$ cat config.mk
export PLATFORM = sky130hd
export DESIGN_NAME = psum_combine_norm
export DESIGN_NICKNAME = d
export VERILOG_FILES = /design/src/rtl/psum_combine_norm.sv
export SDC_FILE = /design/constraint.sdc
export NUM_CORES = 2
export LEC_CHECK = 0
export CAP_MARGIN = 0
export CORE_MARGIN = 4
export CORE_UTILIZATION = 55
export DETAILED_ROUTE_END_ITERATION = 8
export MAX_ROUTING_LAYER = met4
export PLACE_DENSITY = 0.75
export SLEW_MARGIN = 25
export SYNTH_ARGS = -nofsm -noshare
export SYNTH_HDL_FRONTEND = slang
export SYNTH_SLANG_ARGS = --single-unit
$ cat constraint.sdc
create_clock -name clk -period 25.1 [get_ports clk]
set_clock_uncertainty 0.1 [all_clocks]
set_input_delay 5.02 -clock clk [delete_from_list [all_inputs] [get_ports clk]]
set_output_delay 5.02 -clock clk [all_outputs]
set_load 0.005 [all_outputs]
$ cat src/rtl/psum_combine_norm.sv
// psum_combine_norm: fuses adjacent psum lanes (x1/x2/x4), saturates each
// fused lane to ob bits, reports the row abs-sum and optionally normalises
// every lane by that sum with a parallel restoring divider (frac+1 cycles).
module psum_combine_norm #(
    parameter int col     = 8,
    parameter int bw      = 4,
    parameter int bw_psum = 12,
    parameter int ob      = 24,
    parameter int frac    = 8
) (
    input  logic                         clk,
    input  logic                         reset,
    input  logic [1:0]                   mode,
    input  logic                         norm_en,
    input  logic                         in_valid,
    output logic                         in_ready,
    input  logic [col*bw_psum-1:0]       in_data,
    output logic                         out_valid,
    input  logic                         out_ready,
    output logic [col*ob-1:0]            out_data,
    output logic [ob+$clog2(col)-1:0]    out_sum,
    output logic                         out_dz
);

    localparam int SW = ob + $clog2(col);        // abs-sum width, cannot overflow
    localparam int FW = bw_psum + 3*bw;          // nominal fused width
    // Two guard bits keep the x4 fusion exact before saturation.
    localparam int WW = (FW + 2 > ob + 1) ? FW + 2 : ob + 1;
    localparam int CW = $clog2(frac + 1) + 1;

    localparam logic [WW-1:0] SMAX = {{(WW-ob+1){1'b0}}, {(ob-1){1'b1}}};
    localparam logic [WW-1:0] SMIN = ~SMAX;

    typedef enum logic [1:0] {IDLE, COMB, DIV, OUT} state_t;

    state_t                          state_q, state_d;
    logic [col-1:0][bw_psum-1:0]     lanes_q, lanes_d;
    logic [1:0]                      mode_q, mode_d;
    logic                            norm_q, norm_d;
    logic [col-1:0][ob-1:0]          res_q, res_d;
    logic [SW-1:0]                   sum_q, sum_d;
    logic                            dz_q, dz_d;
    logic [col-1:0][SW:0]            rem_q, rem_d;
    logic [col-1:0]                  neg_q, neg_d;
    logic [col-1:0][frac:0]          quo_q, quo_d;
    logic [CW-1:0]                   cnt_q, cnt_d;

    logic [col-1:0][WW-1:0]          grp;
    logic [col-1:0][ob-1:0]          sat;
    logic [col-1:0][SW-1:0]          absv;
    logic [SW-1:0]                   sumc;
    logic [col-1:0][SW:0]            rem_n;
    logic [col-1:0][frac:0]          quo_n;
    logic [col-1:0][ob-1:0]          qfin;
    logic                            last_div;

    function automatic logic [WW-1:0] sx(input logic [bw_psum-1:0] v);
        return {{(WW-bw_psum){v[bw_psum-1]}}, v};
    endfunction

    // State and datapath registers; reset drops any row in flight.
    always_ff @(posedge clk) begin
        if (reset) begin
            state_q <= IDLE;
            lanes_q <= '0;
            mode_q  <= '0;
            norm_q  <= 1'b0;
            res_q   <= '0;
            sum_q   <= '0;
            dz_q    <= 1'b0;
            rem_q   <= '0;
            neg_q   <= '0;
            quo_q   <= '0;
            cnt_q   <= '0;
        end else begin
            state_q <= state_d;
            lanes_q <= lanes_d;
            mode_q  <= mode_d;
            norm_q  <= norm_d;
            res_q   <= res_d;
            sum_q   <= sum_d;
            dz_q    <= dz_d;
            rem_q   <= rem_d;
            neg_q   <= neg_d;
            quo_q   <= quo_d;
            cnt_q   <= cnt_d;
        end
    end

    assign last_div = (cnt_q == CW'(frac));

    // Next-state: IDLE -> COMB -> (DIV x frac+1) -> OUT -> IDLE.
    always_comb begin
        state_d = state_q;
        case (state_q)
            IDLE: if (in_valid)  state_d = COMB;
            COMB: state_d = norm_q ? DIV : OUT;
            DIV:  if (last_div)  state_d = OUT;
            OUT:  if (out_ready) state_d = IDLE;
            default: state_d = IDLE;
        endcase
    end

    // Lane fusion, saturation and abs-sum of the latched row.
    always_comb begin
        grp = '0;
        case (mode_q)
            2'd1: for (int k = 0; k < col/2; k++)
                      grp[k] = sx(lanes_q[2*k]) + (sx(lanes_q[2*k+1]) << bw);
            2'd2: for (int k = 0; k < col/4; k++)
                      for (int j = 0; j < 4; j++)
                          grp[k] = grp[k] + (sx(lanes_q[4*k+j]) << (j*bw));
            default: for (int k = 0; k < col; k++)
                      grp[k] = sx(lanes_q[k]);
        endcase
        sumc = '0;
        for (int k = 0; k < col; k++) begin
            if ($signed(grp[k]) > $signed(SMAX))      sat[k] = SMAX[ob-1:0];
            else if ($signed(grp[k]) < $signed(SMIN)) sat[k] = SMIN[ob-1:0];
            else                                      sat[k] = grp[k][ob-1:0];
            absv[k] = sat[k][ob-1] ? -{{(SW-ob){1'b1}}, sat[k]}
                                   :  {{(SW-ob){1'b0}}, sat[k]};
            sumc = sumc + absv[k];
        end
    end

    // One restoring step per lane; the first step has no pre-shift because |x| <= sum.
    always_comb begin
        for (int k = 0; k < col; k++) begin
            logic [SW:0] t;
            logic        b;
            logic [ob-1:0] qe;
            t = (cnt_q == '0) ? rem_q[k] : {rem_q[k][SW-1:0], 1'b0};
            b = (t >= {1'b0, sum_q});
            rem_n[k] = b ? t - {1'b0, sum_q} : t;
            quo_n[k] = {quo_q[k][frac-1:0], b};
            qe = {{(ob-frac-1){1'b0}}, quo_n[k]};
            if (sum_q == '0)   qfin[k] = '0;
            else if (neg_q[k]) qfin[k] = -qe;
            else               qfin[k] = qe;
        end
    end

    // Register next values per state.
    always_comb begin
        lanes_d = lanes_q;
        mode_d  = mode_q;
        norm_d  = norm_q;
        res_d   = res_q;
        sum_d   = sum_q;
        dz_d    = dz_q;
        rem_d   = rem_q;
        neg_d   = neg_q;
        quo_d   = quo_q;
        cnt_d   = cnt_q;
        case (state_q)
            IDLE: if (in_valid) begin
                lanes_d = in_data;
                mode_d  = mode;
                norm_d  = norm_en;
                dz_d    = 1'b0;
            end
            COMB: begin
                res_d = sat;
                sum_d = sumc;
                dz_d  = norm_q && (sumc == '0);
                for (int k = 0; k < col; k++) begin
                    rem_d[k] = {1'b0, absv[k]};
                    neg_d[k] = sat[k][ob-1];
                end
                quo_d = '0;
                cnt_d = '0;
            end
            DIV: begin
                rem_d = rem_n;
                quo_d = quo_n;
                cnt_d = cnt_q + 1'b1;
                if (last_div) res_d = qfin;
            end
            default: ;
        endcase
    end

    // Outputs decoded from state and result registers.
    always_comb begin
        in_ready  = (state_q == IDLE);
        out_valid = (state_q == OUT);
        out_data  = res_q;
        out_sum   = sum_q;
        out_dz    = dz_q;
    end

endmodule
* Word level (Yosys, flattened, before mapping) *
Index checks and enable logic that the tools add are counted.

cells by class
  eq/ne operators = 9
  order comparisons = 24
  reductions and logical operators = 12
  mux-type cells = 71
  add/subtract/negate cells = 40

operators with widths
  operator                                                                           number
  24-bit 2-to-1 mux                                                                  32
  28-bit 2-to-1 mux                                                                  16
  224-bit case mux with 2 select lines                                               1
  192-bit case mux with 2 select lines                                               1
  28-bit by 27-bit greater-or-equal comparator with 1-bit output                     8
  28-bit by 27-bit subtractor with 28-bit output                                     8
  27-bit 2-to-1 mux                                                                  8
  27-bit negator                                                                     8
  26-bit by 24-bit greater-than comparator with 1-bit output, second input constant  8
  26-bit by 24-bit less-than comparator with 1-bit output, second input constant     8
  52-bit case mux with 2 select lines                                                2
  192-bit 2-to-1 mux                                                                 1
  9-bit negator with 24-bit output                                                   8
  27-bit adder                                                                       7
  71-bit case mux with 2 select lines                                                1
  104-bit 2-to-1 mux                                                                 1
  12-bit by 16-bit adder with 17-bit output                                          4
  27-bit zero test                                                                   2
  21-bit by 24-bit adder with 25-bit output                                          2
  17-bit by 20-bit adder with 21-bit output                                          2
  5-bit case mux with 2 select lines                                                 1
  2-bit case mux with 4 select lines                                                 1
  2-bit == test, second input constant                                               3
  2-bit 2-to-1 mux                                                                   3
  other kinds (14)                                                                   20

storage, ports and cells
  flip-flop bits (word level) = 622
  input port bits = 103
  logic and storage cells = 195
  output and inout port bits = 222

* Depth between registers and ports, before layout *
  depth after elaboration = 19
  depth in mapped cells = 47
  gate-level depth less buffers = 45

* Worst setup path before layout *
Ideal clock, no wire load.

  path type = reg-to-reg
  start point = register lanes_q[4] in the netlist's numbering
  end point = register dz_q (netlist: out_dz)
  setup time = 0.087 ns
  arrival time = 11.766 ns
  buffers on the path = 1
  path slack = 13.147 ns
  cell stages (with the launch flop) = 46
  data required time = 24.913 ns
  path through = dfxtp_1 ha_1 inv_1 fa_1 nor2b_1 o2111ai_1 nand3_1 and2_1 and3_1 o21ai_0 fa_1 ha_1 a21o_1 o2bb2ai_1 or3_1 o211ai_1 mux2i_1 nand3_1 (+10 left out) xor2_1 fa_1 fa_1 fa_1 fa_1 inv_1 ha_1 a21o_1 a21o_1 a21o_1 a21o_1 a21o_1 nor2_1 xnor2_1 or4b_1 or4b_1 or4_1 o31ai_1

between the ends
  cells in the longest elaborated chain, start to end = 19

ends and longest elaborated chain
  item                                                     RTL line  RTL
  from (decl)                                              37        logic [col-1:0][bw_psum-1:0] lanes_q, lanes_d;
  from (signal assigned)                                   77        lanes_q <= lanes_d;
  12-bit by 16-bit adder with 17-bit output                109, 112
  17-bit by 20-bit adder with 21-bit output                112       grp[k] = grp[k] + (sx(lanes_q[4*k+j]) << (j*bw));
  21-bit by 24-bit adder with 25-bit output                112
  52-bit case mux with 2 select lines *                    107       case (mode_q)
  26-bit by 24-bit less-than comparator with 1-bit output  119       else if ($signed(grp[k]) < $signed(SMIN)) sat[k] = SMIN[ob-1:0];
  24-bit 2-to-1 mux                                        119
  24-bit 2-to-1 mux *                                      118       if ($signed(grp[k]) > $signed(SMAX)) sat[k] = SMAX[ob-1:0];
  27-bit negator                                           121       absv[k] = sat[k][ob-1] ? -{{(SW-ob){1'b1}}, sat[k]}
  27-bit 2-to-1 mux *                                      121
  27-bit adder * (7 in series)                             123       sumc = sumc + absv[k];
  27-bit zero test *                                       166       dz_d = norm_q && (sumc == '0);
  1-bit logical AND *                                      166
  1-bit case mux with 2 select lines *                     156       case (state_q)
  to (signal assigned)                                     82        dz_q <= dz_d;
  to (decl)                                                42        logic dz_q, dz_d;

Mark *: on every way between the ends. The rest lies on a longest branch, timed or not.
A chain may end at the register's enable or synchronous reset.

* Worst setup path in the final report *
  start point = register lanes_q[12] in the netlist's numbering
  end point = register dz_q (netlist: out_dz)

between the ends
  cells in the longest elaborated chain, start to end = 19

ends and longest elaborated chain
  item                                                     RTL line
  12-bit by 16-bit adder with 17-bit output                109, 112
  17-bit by 20-bit adder with 21-bit output                112
  21-bit by 24-bit adder with 25-bit output                112
  52-bit case mux with 2 select lines *                    107
  26-bit by 24-bit less-than comparator with 1-bit output  119
  24-bit 2-to-1 mux                                        119
  24-bit 2-to-1 mux                                        118
  27-bit negator                                           121
  27-bit 2-to-1 mux                                        121
  27-bit adder * (7 in series)                             123
  27-bit zero test *                                       166
  1-bit logical AND *                                      166
  1-bit case mux with 2 select lines *                     156

Marked as above.

==> impl_metrics.env <==
export IMPL_status="completed"
export IMPL_rows=113
export IMPL_worst_path_most_repeated_cell="fa_1"
export IMPL_syn_area_sq_um=52800
export IMPL_async_flop_share_pct=0
export IMPL_area_growth_pct=13.8
export IMPL_grt_first_pass_wirelength_microns=324000
export IMPL_syn_avg_cell_area_sq_um=7.37
export IMPL_post_place_cells=8539
export IMPL_cts_clk_slew_worst_paths_ns=0.06
export IMPL_worst_pin_slew_ns=1.15
export IMPL_maxCapViolCount=0
export IMPL_yosys_area_top_type="dfxtp_1"
export IMPL_first_pass_iters=7
export IMPL_cts_root_buf="clkbuf_16"
export IMPL_min_path_cells=2
export IMPL_h_tree_depth=3
export IMPL_yosysSeqAreaShare_pct=22.8
export IMPL_grtUsageTotal_pct=42.2
export IMPL_gr_total_overflow=0
export IMPL_syn_inst=7171
export IMPL_grt_max_degree=141
export IMPL_start_util_pct=55.5
export IMPL_reg2regPathDepth=43
export IMPL_drt_wl_total_microns=217000
export IMPL_io_pins=325
export IMPL_timing_rr_start="lanes_q[12]"
export IMPL_post_route_util_pct=63.2
export IMPL_finalCritPeriodShare_pct=53.4
export IMPL_ys_warn_count=0
export IMPL_yosysMostFrequentCell="nand2_1"
export IMPL_hold_violations=0
export IMPL_crit_fanout=11
export IMPL_cts_buffers=75
export IMPL_critPathLaunchType="register"
export IMPL_r2r_slack_ns=11.70
export IMPL_insertion_delay_ns=0.69
export IMPL_via_count=56163
export IMPL_finalSetupTns_ns=0
export IMPL_antenna_found_initial=11
export IMPL_ys_top_cells_by_count="nand2_1 (1394), a21oi_1 (660), nor2_1 (603)"
export IMPL_drtIter0Drc=7263
export IMPL_max_slew_margin_rel_pct=22.4
export IMPL_die_area_sq_um=101000
export IMPL_layout_cells_non_filler=8683
export IMPL_wl_met3_microns=23400
export IMPL_wl_met1_microns=88500
export IMPL_hp_class="register to register"
export IMPL_cts_sinks=602
export IMPL_avgRoutedWirePerCell_microns=25.0
export IMPL_die_height_microns=318
export IMPL_cts_setup_buffers=0
export IMPL_end_kind="register"
export IMPL_ant_nets=0
export IMPL_gp_congestion=1.04
export IMPL_die_x_microns=318
export IMPL_rsz0062_at_grt="no"
export IMPL_port_buffers=324
export IMPL_drc=0
export IMPL_synth_distinct_cells=93
export IMPL_synth_area_top_cells="dfxtp_1 (23%), nand2_1 (9.9%), ha_1 (8.5%)"
export IMPL_clockBufferDepth=3
export IMPL_hp_start="out_data[94]"
export IMPL_top_layer_used="met4"
export IMPL_synth_edf_count=0
export IMPL_cts_resized=0
export IMPL_wl_met2_microns=90200
export IMPL_synth_top_flop_cell="dfxtp_1"
export IMPL_fin_nets=8003
export IMPL_cts_tree="built"
export IMPL_grt_pass1_vias=51974
export IMPL_postCtsHoldBufs=0
export IMPL_cp_data_arrival_time_ns=13.89
export IMPL_crit_slowest_cell="nor4b_1"
export IMPL_slew_violations=0
export IMPL_critical_path_max_stage_delay_ns=0.57
export IMPL_synth_seq_cells=602
export IMPL_min_period_ns=13.40
export IMPL_dpl_cell_area_sq_um=57500
export IMPL_path_class="register to register"
export IMPL_synth_top_cell_area_share_pct=22.8
export IMPL_drive_above_1_share_pct=5.14
export IMPL_worstReg2RegEnd="out_dz"
export IMPL_setup_viol_count_final=0
export IMPL_required_ns=25.59
export IMPL_vias_per_cell=6.47
export IMPL_fmax_mhz=74.6
export IMPL_place_hpwl_microns=162000
export IMPL_core_sq_um=95200
export IMPL_design_area_sq_um=60100
export IMPL_holdPathEnd="out_data[94]"
-- cell families (layout without fill, tap and decap cells) --
logic type,count (synthesis),after routing,synth area share (%)
flip-flops,602,602,22.8
multiplexers,114,114,2.21
buffers and inverters,720,891,5.27
AO/OA/AOI/OAI,2107,2107,25.7
XOR/XNOR,372,372,6.17
adder cells (fa/ha/maj),548,548,15.6
AND/OR/NAND/NOR,2706,2706,22.2
other,2,78,0.0142
-- layout by cell type (no fill, tap or decap), types with 75 or more instances in the layout --
cell	netlist	routed
clkdlybuf4s50_1	0	323
inv_1	301	298
nand3_1	145	145
fa_1	187	187
dfxtp_1	602	602
mux2i_1	97	97
a21oi_1	660	658
xnor2_1	231	231
nand2_1	1394	1391
buf_4	20	124
ha_1	361	357
o21ai_0	479	474
nor3_1	128	127
o21a_1	80	80
a21o_1	140	140
xor2_1	141	141
nor2_1	603	596
clkbuf_16	0	75
-- sequential cells by signal, summed over array words and instances, names as in the netlist --
register / count
rem_q: 224
out_data: 172
lanes_q: 96
quo_n: 64
out_sum: 27
neg_q: 8
cnt_q: 5
mode_q: 2
state_q: 2
norm_q: 1
out_dz: 1
-- worst max path at each step --
stage	startpoint	end	cells after the start
2_1_floorplan	lanes_q[4]	out_dz	45
3_3_place_gp	lanes_q[4]	out_dz	42
3_5_place_dp	lanes_q[4]	out_dz	43
4_1_cts	lanes_q[4]	out_dz	45
5_1_grt	lanes_q[4]	out_dz	45
6_report	lanes_q[12]	out_dz	43
-- layout make-up --
cell class,count,area (sq um)
clock buffer,95,2110
multi-input combinational,5917,38500
inverter,304,1150
fill,8690,35000
timing repair buffer,452,4260
clock inverter,40,507
antenna,8,20.0
tap,1265,1580
sequential,602,12100
-- stage by stage --
stage | setup WS (ns) | hold WS, ns
after floorplan | 13.15 | 0.332
after global placement | 12.15 | 0.342
after detailed placement | 11.92 | 0.347
after CTS | 11.85 | 0.355
after global routing | 11.00 | 0.376
final | 11.70 | 0.353
-- per-layer routing --
| metal | global-route usage, % | up-vias |
|---|---|---|
| met1 | 55.5 | 26673 |
| met5 | - | - |
| met3 | 8.89 | 670 |
| met4 | 23.2 | 0 |
| met2 | 60.5 | 3225 |
| li1 | - | 25595 |
-- worst max-delay path, delay by kind of cell (launching register included) --
| family | cells | cell delay [ns] |
|---|---|---|
| AND/OR/NAND/NOR | 14 | 4.48 |
| adder cells (fa/ha/maj) | 10 | 4.16 |
| AO/OA/AOI/OAI | 13 | 2.83 |
| XOR/XNOR | 2 | 0.66 |
| multiplexers | 1 | 0.40 |
| flip-flops | 1 | 0.35 |
| buffers and inverters | 3 | 0.30 |
Power is not shown: default switching activity piles up to over one toggle a cycle in this logic, so the estimate is an artifact.
